`src/rtl/btn_debounce_pkg.sv`:
```
// Shared definitions for the push-button debounce front end: FSM state
// encodings and the default qualification window for the 50 MHz board clock.
package btn_debounce_pkg;

    typedef enum logic [1:0] {
        IDLE_LO = 2'd0,
        WAIT_HI = 2'd1,
        IDLE_HI = 2'd2,
        WAIT_LO = 2'd3
    } state_e;

    // 20 ms at 50 MHz
    localparam int DEF_STABLE_CYCLES = 1000000;
    localparam int DEF_CNT_W         = 20;

endpackage

```
`src/rtl/btn_debounce_sync_2ff.sv`:
```
// Two-flop synchroniser for asynchronous board inputs; both stages reset to 0.
module sync_2ff (
    input  logic clk,
    input  logic rst_n,
    input  logic d,
    output logic q
);

    logic r_s1;
    logic r_s2;

    always_ff @(posedge clk or negedge rst_n) begin
        if (!rst_n) begin
            r_s1 <= 1'b0;
            r_s2 <= 1'b0;
        end else begin
            r_s1 <= d;
            r_s2 <= r_s1;
        end
    end

    assign q = r_s2;

endmodule

```
`src/rtl/btn_debounce.sv`:
```
// Debounces a bouncy mechanical input: synchronises it, qualifies each level
// change over STABLE_CYCLES consecutive cycles, and emits registered edge pulses.
module btn_debounce
    import btn_debounce_pkg::*;
#(
    parameter int STABLE_CYCLES = DEF_STABLE_CYCLES,
    parameter int CNT_W         = DEF_CNT_W
) (
    input  logic clk,
    input  logic rst_n,
    input  logic btn_raw,
    output logic btn_level,
    output logic btn_rise,
    output logic btn_fall
);

    localparam logic [CNT_W-1:0] CNT_LAST = CNT_W'(STABLE_CYCLES - 1);

    logic             w_s2;
    state_e           r_state;
    state_e           w_state_nx;
    logic [CNT_W-1:0] r_cnt;
    logic [CNT_W-1:0] w_cnt_nx;
    logic             r_level;
    logic             w_level_nx;
    logic             r_rise;
    logic             w_rise_nx;
    logic             r_fall;
    logic             w_fall_nx;

    sync_2ff u_sync (
        .clk   (clk),
        .rst_n (rst_n),
        .d     (btn_raw),
        .q     (w_s2)
    );

    always_ff @(posedge clk or negedge rst_n) begin
        if (!rst_n) begin
            r_state <= IDLE_LO;
            r_cnt   <= '0;
            r_level <= 1'b0;
            r_rise  <= 1'b0;
            r_fall  <= 1'b0;
        end else begin
            r_state <= w_state_nx;
            r_cnt   <= w_cnt_nx;
            r_level <= w_level_nx;
            r_rise  <= w_rise_nx;
            r_fall  <= w_fall_nx;
        end
    end

    // Any sample disagreeing with the pending level drops back to the stable
    // state, so qualification always needs an unbroken run of STABLE_CYCLES.
    always_comb begin
        w_state_nx = r_state;
        w_cnt_nx   = r_cnt;
        w_level_nx = r_level;
        w_rise_nx  = 1'b0;
        w_fall_nx  = 1'b0;
        case (r_state)
            IDLE_LO: begin
                if (w_s2) begin
                    w_state_nx = WAIT_HI;
                    w_cnt_nx   = '0;
                end
            end
            WAIT_HI: begin
                if (!w_s2) begin
                    w_state_nx = IDLE_LO;
                    w_cnt_nx   = '0;
                end else if (r_cnt == CNT_LAST) begin
                    w_state_nx = IDLE_HI;
                    w_cnt_nx   = '0;
                    w_level_nx = 1'b1;
                    w_rise_nx  = 1'b1;
                end else begin
                    w_cnt_nx   = r_cnt + 1'b1;
                end
            end
            IDLE_HI: begin
                if (!w_s2) begin
                    w_state_nx = WAIT_LO;
                    w_cnt_nx   = '0;
                end
            end
            WAIT_LO: begin
                if (w_s2) begin
                    w_state_nx = IDLE_HI;
                    w_cnt_nx   = '0;
                end else if (r_cnt == CNT_LAST) begin
                    w_state_nx = IDLE_LO;
                    w_cnt_nx   = '0;
                    w_level_nx = 1'b0;
                    w_fall_nx  = 1'b1;
                end else begin
                    w_cnt_nx   = r_cnt + 1'b1;
                end
            end
            default: begin
                w_state_nx = IDLE_LO;
                w_cnt_nx   = '0;
                w_level_nx = 1'b0;
            end
        endcase
    end

    assign btn_level = r_level;
    assign btn_rise  = r_rise;
    assign btn_fall  = r_fall;

endmodule

```
`config.mk`:
```
export PLATFORM = sky130hd
export DESIGN_NAME = btn_debounce
export DESIGN_NICKNAME = d
export VERILOG_FILES = /design/src/rtl/btn_debounce_pkg.sv /design/src/rtl/btn_debounce_sync_2ff.sv /design/src/rtl/btn_debounce.sv
export SDC_FILE = /design/constraint.sdc
export NUM_CORES = 1
export LEC_CHECK = 0
export CAP_MARGIN = 20
export CELL_PAD_IN_SITES_DETAIL_PLACEMENT = 1
export CELL_PAD_IN_SITES_GLOBAL_PLACEMENT = 1
export CORE_ASPECT_RATIO = 1.4
export CORE_UTILIZATION = 35
export CTS_CLUSTER_SIZE = 28
export DETAILED_ROUTE_END_ITERATION = 8
export GPL_TIMING_DRIVEN = 0
export PLACE_DENSITY_LB_ADDON = 0.1
export SLEW_MARGIN = 20
export SYNTH_ARGS = -nofsm -noshare
export SYNTH_HDL_FRONTEND = slang
export SYNTH_SLANG_ARGS = --single-unit
```
`constraint.sdc`:
```
create_clock -name clk -period 1.65 [get_ports clk]
set_input_delay 0.2475 -clock clk [delete_from_list [all_inputs] [get_ports clk]]
set_output_delay 0.2475 -clock clk [all_outputs]
set_load 0.01 [all_outputs]
```
==> summary.txt, run 1 <==
Synth
  • Netlist Area Pre-Place: 1390 µm²
  • Compound-Gate Fraction of Synth Area: 18.2%
  • Adder-cell share of the synthesized area: 0.899%
  • Top-area cell type share of the netlist area: 48.6%
  • Synthesis Warnings: 0
  • Simple-gate portion of the synthesized area: 25.4%
  • Synth cell types: 37
  • #FFs+latches synth: 27
  • Asr flop ratio synth: 100%
  • Multiplexer area fraction after synthesis: 2.25%
  • Largest family of logic cells by synthesized area: simple AND/OR/NAND/NOR gates
  • EDFF count, synth: 0
  • Synth top area cells: dfrtp_1 (49%), a31oi_1 (5.4%), nand2_1 (5.1%)
  • Mapped Cells: 140
  • Syn Area/Cell: 9.94 µm²
  • Synth Area in XOR/XNOR: 1.89%
  • Top-count cell post-synth: dfrtp_1
  • Seq/Total Area, Yosys: 48.6%
  • Top_reg_cell synth: dfrtp_1
  • Synthesized Nets: 144
  • Area leader, netlist: dfrtp_1
  • Synth top cells by count: dfrtp_1 (27), nand2_1 (19), a31oi_1 (12), nand3_1 (11)

Timing
  • Max_slew headroom: 58.2%
  • Worst Clk Skew: 0.0106 ns
  • RSZ-0062 raised after global routing: true
  • Fmax: 566 MHz
  • Final min period: 1.77 ns
  • Final setup viols: 22
  • Slew at the pin closest to its max-slew limit: 0.627 ns
  • Period utilization: 107%
  • Final Max Slew Viols: 0
  • Final hold vios: 0
  • PnR worst setup slack: -0.118 ns
  • Final hold slack: 0.384 ns

Global routing
  • First-pass GRT wire length: 6970 µm
  • GRT overflow: 0
  • Vias in the first global route: 1354
  • Largest net degree at the start of global routing: 28
  • GRT Resource Usage Total: 21.1%
  • Initial antenna violation count: 0

Clocking
  • Root buffer selected by CTS: clkbuf_8
  • Sink Count: 27
  • Clk pin slew, worst setup/hold paths: 0.10 ns
  • Inserted Clock Buffers: 3
  • CTS tree: built
  • CTS Buffer Depth: 2
  • CTS HTree Levels: 1
  • Worst skew pair latency: 0.28 ns

Cells and area
  • Area delta synth->final: 35.3%
  • Share of layout cells above drive strength 1: 36.7%
  • Filler cells: 423
  • Nets@finish: 182
  • Non-filler cells, final: 219
  • # diodes: 0
  • Final std cell area, no fill: 1880 µm²

Min path
  • Hold Startpoint: u_sync.r_s1
  • Hold Path Stages: 0
  • Min-delay worst type: reg -> reg

Power
  • VDD IR max: 0.408 mV
  • Clock share of power: 33.2%
  • Power share of the sequential group: 57.8%
  • Cell internal pwr: 884 µW
  • Switch share: 24.9%
  • Power density cells: 625 nW/µm²
  • Lkg Pwr: 0.825 nW
  • Switching power: 293 µW
  • Combinational fraction of design power: 8.9%
  • Total power: 1.18 mW

Placement
  • Dpl cell area: 1490 µm²
  • # placed instances: 187
  • Buffers added on ports: 5
  • Post-Place Worst Slack: -0.285 ns
  • DP Wirelength: 2420 µm
  • Gp weighted congestion: 0.768

Floorplan
  • Core Box Area: 3740 µm²
  • Die X: 55.3 µm
  • Ports: 6
  • Initial Util: 37.2%
  • Die height: 76.6 µm
  • Die area: 4230 µm²
  • Core Rows: 26

Drt
  • # DRC: 0
  • Routed Antenna Nets: 0
  • Detail-routed via count per cell: 5.86
  • Vias after detailed routing: 1283
  • First-pass iteration count of the detailed router: 4
  • Routed wire length: 4200 µm
  • Wire per inst: 19.2 µm
  • Iter 0 DRT Violations: 48

Worst setup path
  • Setup Crit Path Kind: reg -> reg
  • CP arrival: 1.93 ns
  • Max FO, Critical Path: 5
  • CP Launch Type: flip-flop
  • Critical path origin: r_cnt[8]
  • Worst Reg-to-Reg Cells: 6
  • Req. time, crit path: 1.82 ns
  • FF-to-FF Start: r_cnt[8]
  • Setup crit end kind: flip-flop

Status
  • Status: finished, violations left
  • Failing checks: negative setup slack

Run
  • Max-cap viol count: 0
==> logic make-up after synthesis <==
group	after synthesis
adders and majority gates	1
and+or+nand+nor	63
muxes	3
DFF	27
xor gates and xnor gates	3
buffers and inverters	7
AOI/OAI and AO/OA	36
==> state kept, by name, indices dropped and copies added, names as in the netlist, named ones only <==
signal / cells
r_cnt: 20
btn_fall: 1
btn_level: 1
btn_rise: 1
r_state: 1
u_sync.q: 1
u_sync.r_s1: 1
==> worst max-delay path: stages (launching register included) <==
cell and delay (ns):
dfrtp_2 0.43, nor4_1 0.33, and3_4 0.27, a31oi_4 0.10, buf_6 0.15, buf_6 0.13
mux2_2 0.25
==> cell usage in the layout, fill, tap and decap left out, types with 2 or more instances in the layout <==
cell             instances
nor4_4                   2
nand2b_1                 2
a21oi_1                  4
inv_1                    2
a21o_1                   2
xnor2_1                  2
nand3_1                 10
o21ai_0                  3
buf_4                   22
clkbuf_8                 3
buf_6                    9
a31oi_1                 12
o21ai_1                  2
mux2i_1                  2
clkdlybuf4s50_1          4
and3_1                   4
nor3_1                   2
nand3b_1                 2
dfrtp_1                 18
a22o_1                   5
nand2_1                 19
nand4_1                  3
a21oi_2                  2
nor2_1                   4
a41oi_2                  3
nor2_2                   2
dfrtp_2                  9
==> routing by layer <==
metal	routed length (µm)	vias to the layer above	share of wire (%)	global-route usage (%)
met1	1800	658	43	25.9
met2	2240	15	53	37.5
met3	76	8	1.8	2.21
met5	0	-	0	0
met4	85	0	2.0	8.00
li1	-	602	-	-
==> final cells by class <==
| cell class | count | area (µm²) | area share [%] |
|---|---|---|---|
| plain buffers | 4 | 37.5 | 1.99 |
| inverters | 2 | 7.51 | 0.399 |
| flip-flops and latches | 27 | 687 | 36.5 |
| multi-input cells | 106 | 763 | 40.6 |
| well taps | 42 | 52.6 | 2.79 |
| clock inverters | 1 | 5.00 | 0.266 |
| repair buffers | 34 | 288 | 15.3 |
| clock buffers | 3 | 41.3 | 2.19 |
==> stage by stage <==
step | setup TNS, ns | utilization, %
6_report | -1.33 | 50.3
5_1_grt | -3.41 | 50.3
4_1_cts | -0.0581 | 48.0
3_5_place_dp | -4.11 | 39.8
3_3_place_gp | -5.44 | 39.9
2_1_floorplan | 0 | -
==> path summary, 6_finish.rpt <==
| check | to | slack (ns) |
|---|---|---|
| max | r_cnt[0] | -0.12 |
| min | u_sync.q | 0.38 |
| max reg2reg | r_cnt[0] | -0.12 |
| min reg2reg | u_sync.q | 0.38 |
| max in group asynchronous | r_cnt[3] | 0.69 |
| min in group asynchronous | r_cnt[6] | 0.51 |
==> timing repair <==
action,4_1_cts,5_1_grt
setup buffers,20,6
endpoints found under the hold margin,26,0
gates cloned,2,0
setup endpoints to repair,24,23
hold buffers,1,0
pin swaps,12,4
gates resized for setup,28,13
==> power groups by stage <==
| stage | combinational, mW | clock [mW] | sequential, mW |
|---|---|---|---|
| final | 0.105 | 0.391 | 0.680 |
| after global routing | 0.116 | 0.416 | 0.682 |
| after CTS | 0.102 | 0.397 | 0.679 |
| after detailed placement | 0.0752 | 0 | 0.690 |
| after global placement | 0.0747 | 0 | 0.689 |
| after floorplan | 0.0420 | 0 | 0.688 |
Power figures use the tool's default switching activity.
==> inputs of run 2 (changes only) <==
--- a/config.mk
+++ b/config.mk
@@ -14,7 +14,7 @@
 export DETAILED_ROUTE_END_ITERATION = 8
 export GPL_TIMING_DRIVEN = 0
 export PLACE_DENSITY_LB_ADDON = 0.1
-export SLEW_MARGIN = 20
+export SLEW_MARGIN = 40
 export SYNTH_ARGS = -nofsm -noshare
 export SYNTH_HDL_FRONTEND = slang
 export SYNTH_SLANG_ARGS = --single-unit
==> run 2 against run 1 <==
Net effect:
- the run still ends with negative setup slack left
- worst setup slack worse by 0.014 ns
- sequential cell count unchanged
- hold slack got worse by 0.0013 ns
- critical path depth unchanged
- sequential share of layout area did not move
- cell area unchanged
- power rose by 0.35%
- combinational power is essentially flat
- die area unchanged
- fmax fell by 0.80%
- sequential power about the same
- via count increased by 0.94%
==> summary.txt, run 2 (same netlist as run 1, synthesis figures left out) <==
Worst setup path
  • Setup crit end kind: flip-flop
  • CP dominant cell by count: buf_6
  • CP peak stage delay: 0.43 ns
  • CP Launch Type: flip-flop
  • FF-to-FF Start: r_cnt[8]
  • Critical path origin: r_cnt[8]
  • Max FO, Critical Path: 5
  • Setup Crit Path Kind: reg -> reg
  • Cell with the largest stage delay on the worst path: dfrtp_2
  • Cell Chain, Critical Path: nor4_1 -> and3_4 -> a31oi_4 -> buf_6 -> buf_6 -> mux2_2
  • Req. time, crit path: 1.82 ns
  • CP arrival: 1.95 ns

Clocking
  • CTS Buffer Depth: 2
  • Clk pin slew, worst setup/hold paths: 0.11 ns
  • Worst skew pair latency: 0.28 ns
  • Inserted Clock Buffers: 3
  • CTS tree: built
  • Sink Count: 27
  • Root buffer selected by CTS: clkbuf_8
  • CTS HTree Levels: 1

Power
  • Power density cells: 627 nW/µm²
  • Clock share of power: 33.4%
  • Power share of the sequential group: 57.7%
  • Cell internal pwr: 884 µW
  • VDD IR max: 0.390 mV
  • Lkg Pwr: 0.825 nW
  • Combinational fraction of design power: 8.9%
  • Switching power: 297 µW
  • Switch share: 25.1%

Floorplan
  • Ports: 6
  • Die area: 4230 µm²
  • Die X: 55.3 µm
  • Core Rows: 26
  • Core Box Area: 3740 µm²
  • Die height: 76.6 µm
  • Initial Util: 37.2%

Global routing
  • First-pass GRT wire length: 6970 µm
  • Vias in the first global route: 1354
  • GRT overflow: 0
  • Largest net degree at the start of global routing: 28
  • GRT Resource Usage Total: 21.1%
  • Initial antenna violation count: 0

Cells and area
  • Filler cells: 423
  • Max reg flops: 20
  • Sequential Area: 687 µm²
  • Nets@finish: 182
  • # diodes: 0
  • Largest reg by FF count: r_cnt
  • Area of the multi-input gates: 763 µm²
  • Area delta synth->final: 35.3%
  • Util after Layout: 50.3%
  • Most frequent cells in the layout: buf_4 (22), nand2_1 (19), dfrtp_1 (18)
  • Share of layout cells above drive strength 1: 36.7%
  • Commonest non-fill, non-tap cell in the layout: buf_4

Timing
  • Period utilization: 108%
  • Max_slew headroom: 58.4%
  • PnR worst setup slack: -0.132 ns
  • Final setup viols: 22
  • Final Max Slew Viols: 0
  • RSZ-0062 raised after global routing: true
  • Final hold vios: 0
  • Fmax: 561 MHz
  • Slew at the pin closest to its max-slew limit: 0.623 ns
  • Worst Clk Skew: 0.0114 ns
  • Final min period: 1.78 ns

Drt
  • WL met3: 111 µm
  • Met2 Wirelength: 2240 µm
  • First-pass iteration count of the detailed router: 4
  • Routed wire length: 4240 µm
  • M1 wire length: 1790 µm
  • # DRC: 0
  • Routed Antenna Nets: 0
  • Detail-routed via count per cell: 5.91
  • Iter 0 DRT Violations: 33
  • Wire per inst: 19.4 µm
  • Vias after detailed routing: 1295
  • Highest metal used: met4

Placement
  • Post-Place Worst Slack: -0.285 ns
  • Gp weighted congestion: 0.768
  • DP Wirelength: 2420 µm
  • Buffers added on ports: 5

Status
  • Status: finished, violations left
  • Failing checks: negative setup slack

Min path
  • Hold Startpoint: u_sync.r_s1
  • Min-delay worst type: reg -> reg

Run
  • Max-cap viol count: 0
run 2: per-layer routing:
| layer | up-vias | track usage, % |
|---|---|---|
| met4 | 0 | 8.00 |
| met1 | 660 | 25.9 |
| met5 | - | 0 |
| met3 | 9 | 2.21 |
| li1 | 600 | - |
| met2 | 26 | 37.5 |
run 2: path summary, 6_finish.rpt:
check,endpoint,slack [ns],depth (start not counted)
max,r_cnt[0],-0.13,6
min,u_sync.q,0.38,0
max reg2reg,r_cnt[0],-0.13,6
min reg2reg,u_sync.q,0.38,0
max in group asynchronous,r_cnt[3],0.70,2
min in group asynchronous,r_cnt[6],0.50,2
run 2: power by group through the flow:
stage                     combinational, mW  sequential (mW)  clock [mW]
after CTS                             0.102            0.679       0.397
after detailed placement             0.0752            0.690           0
final                                 0.105            0.681       0.394
after global routing                  0.117            0.682       0.416
after global placement               0.0747            0.689           0
after floorplan                      0.0420            0.688           0
run 2: timing repair:
item,CTS,global route
buffers inserted,20,6
setup endpoints to repair,24,23
pin swaps,12,4
resized for setup,28,12
endpoints found under the hold margin,26,0
cloned,2,0
hold buffers,1,0
run 2: area by class of cell:
cell class	count	share of cell area [%]
repair buffers	34	15.3
well taps	42	2.79
flip-flops and latches	27	36.5
clock inverters	1	0.266
multi-input cells	106	40.6
inverters	2	0.399
plain buffers	4	1.99
clock buffers	3	2.19
run 2: stage by stage:
stage	cells	TNS, ns	instance area (µm²)	hold WS [ns]	power, mW
after CTS	213	-0.0581	1800	0.380	1.18
after floorplan	140	0	1390	-0.0481	0.730
final	219	-1.62	1880	0.383	1.18
after global routing	219	-3.39	1880	0.385	1.21
after detailed placement	187	-4.11	1490	0.301	0.766
after global placement	187	-5.44	1490	0.333	0.764
run 2: critical path: cells and delay by family, from the launching register on:
kind	cells	cell delay, ns
buf+inv	2	0.28
compound gates	1	0.10
simple gates	2	0.61
flops	1	0.43
mux	1	0.25
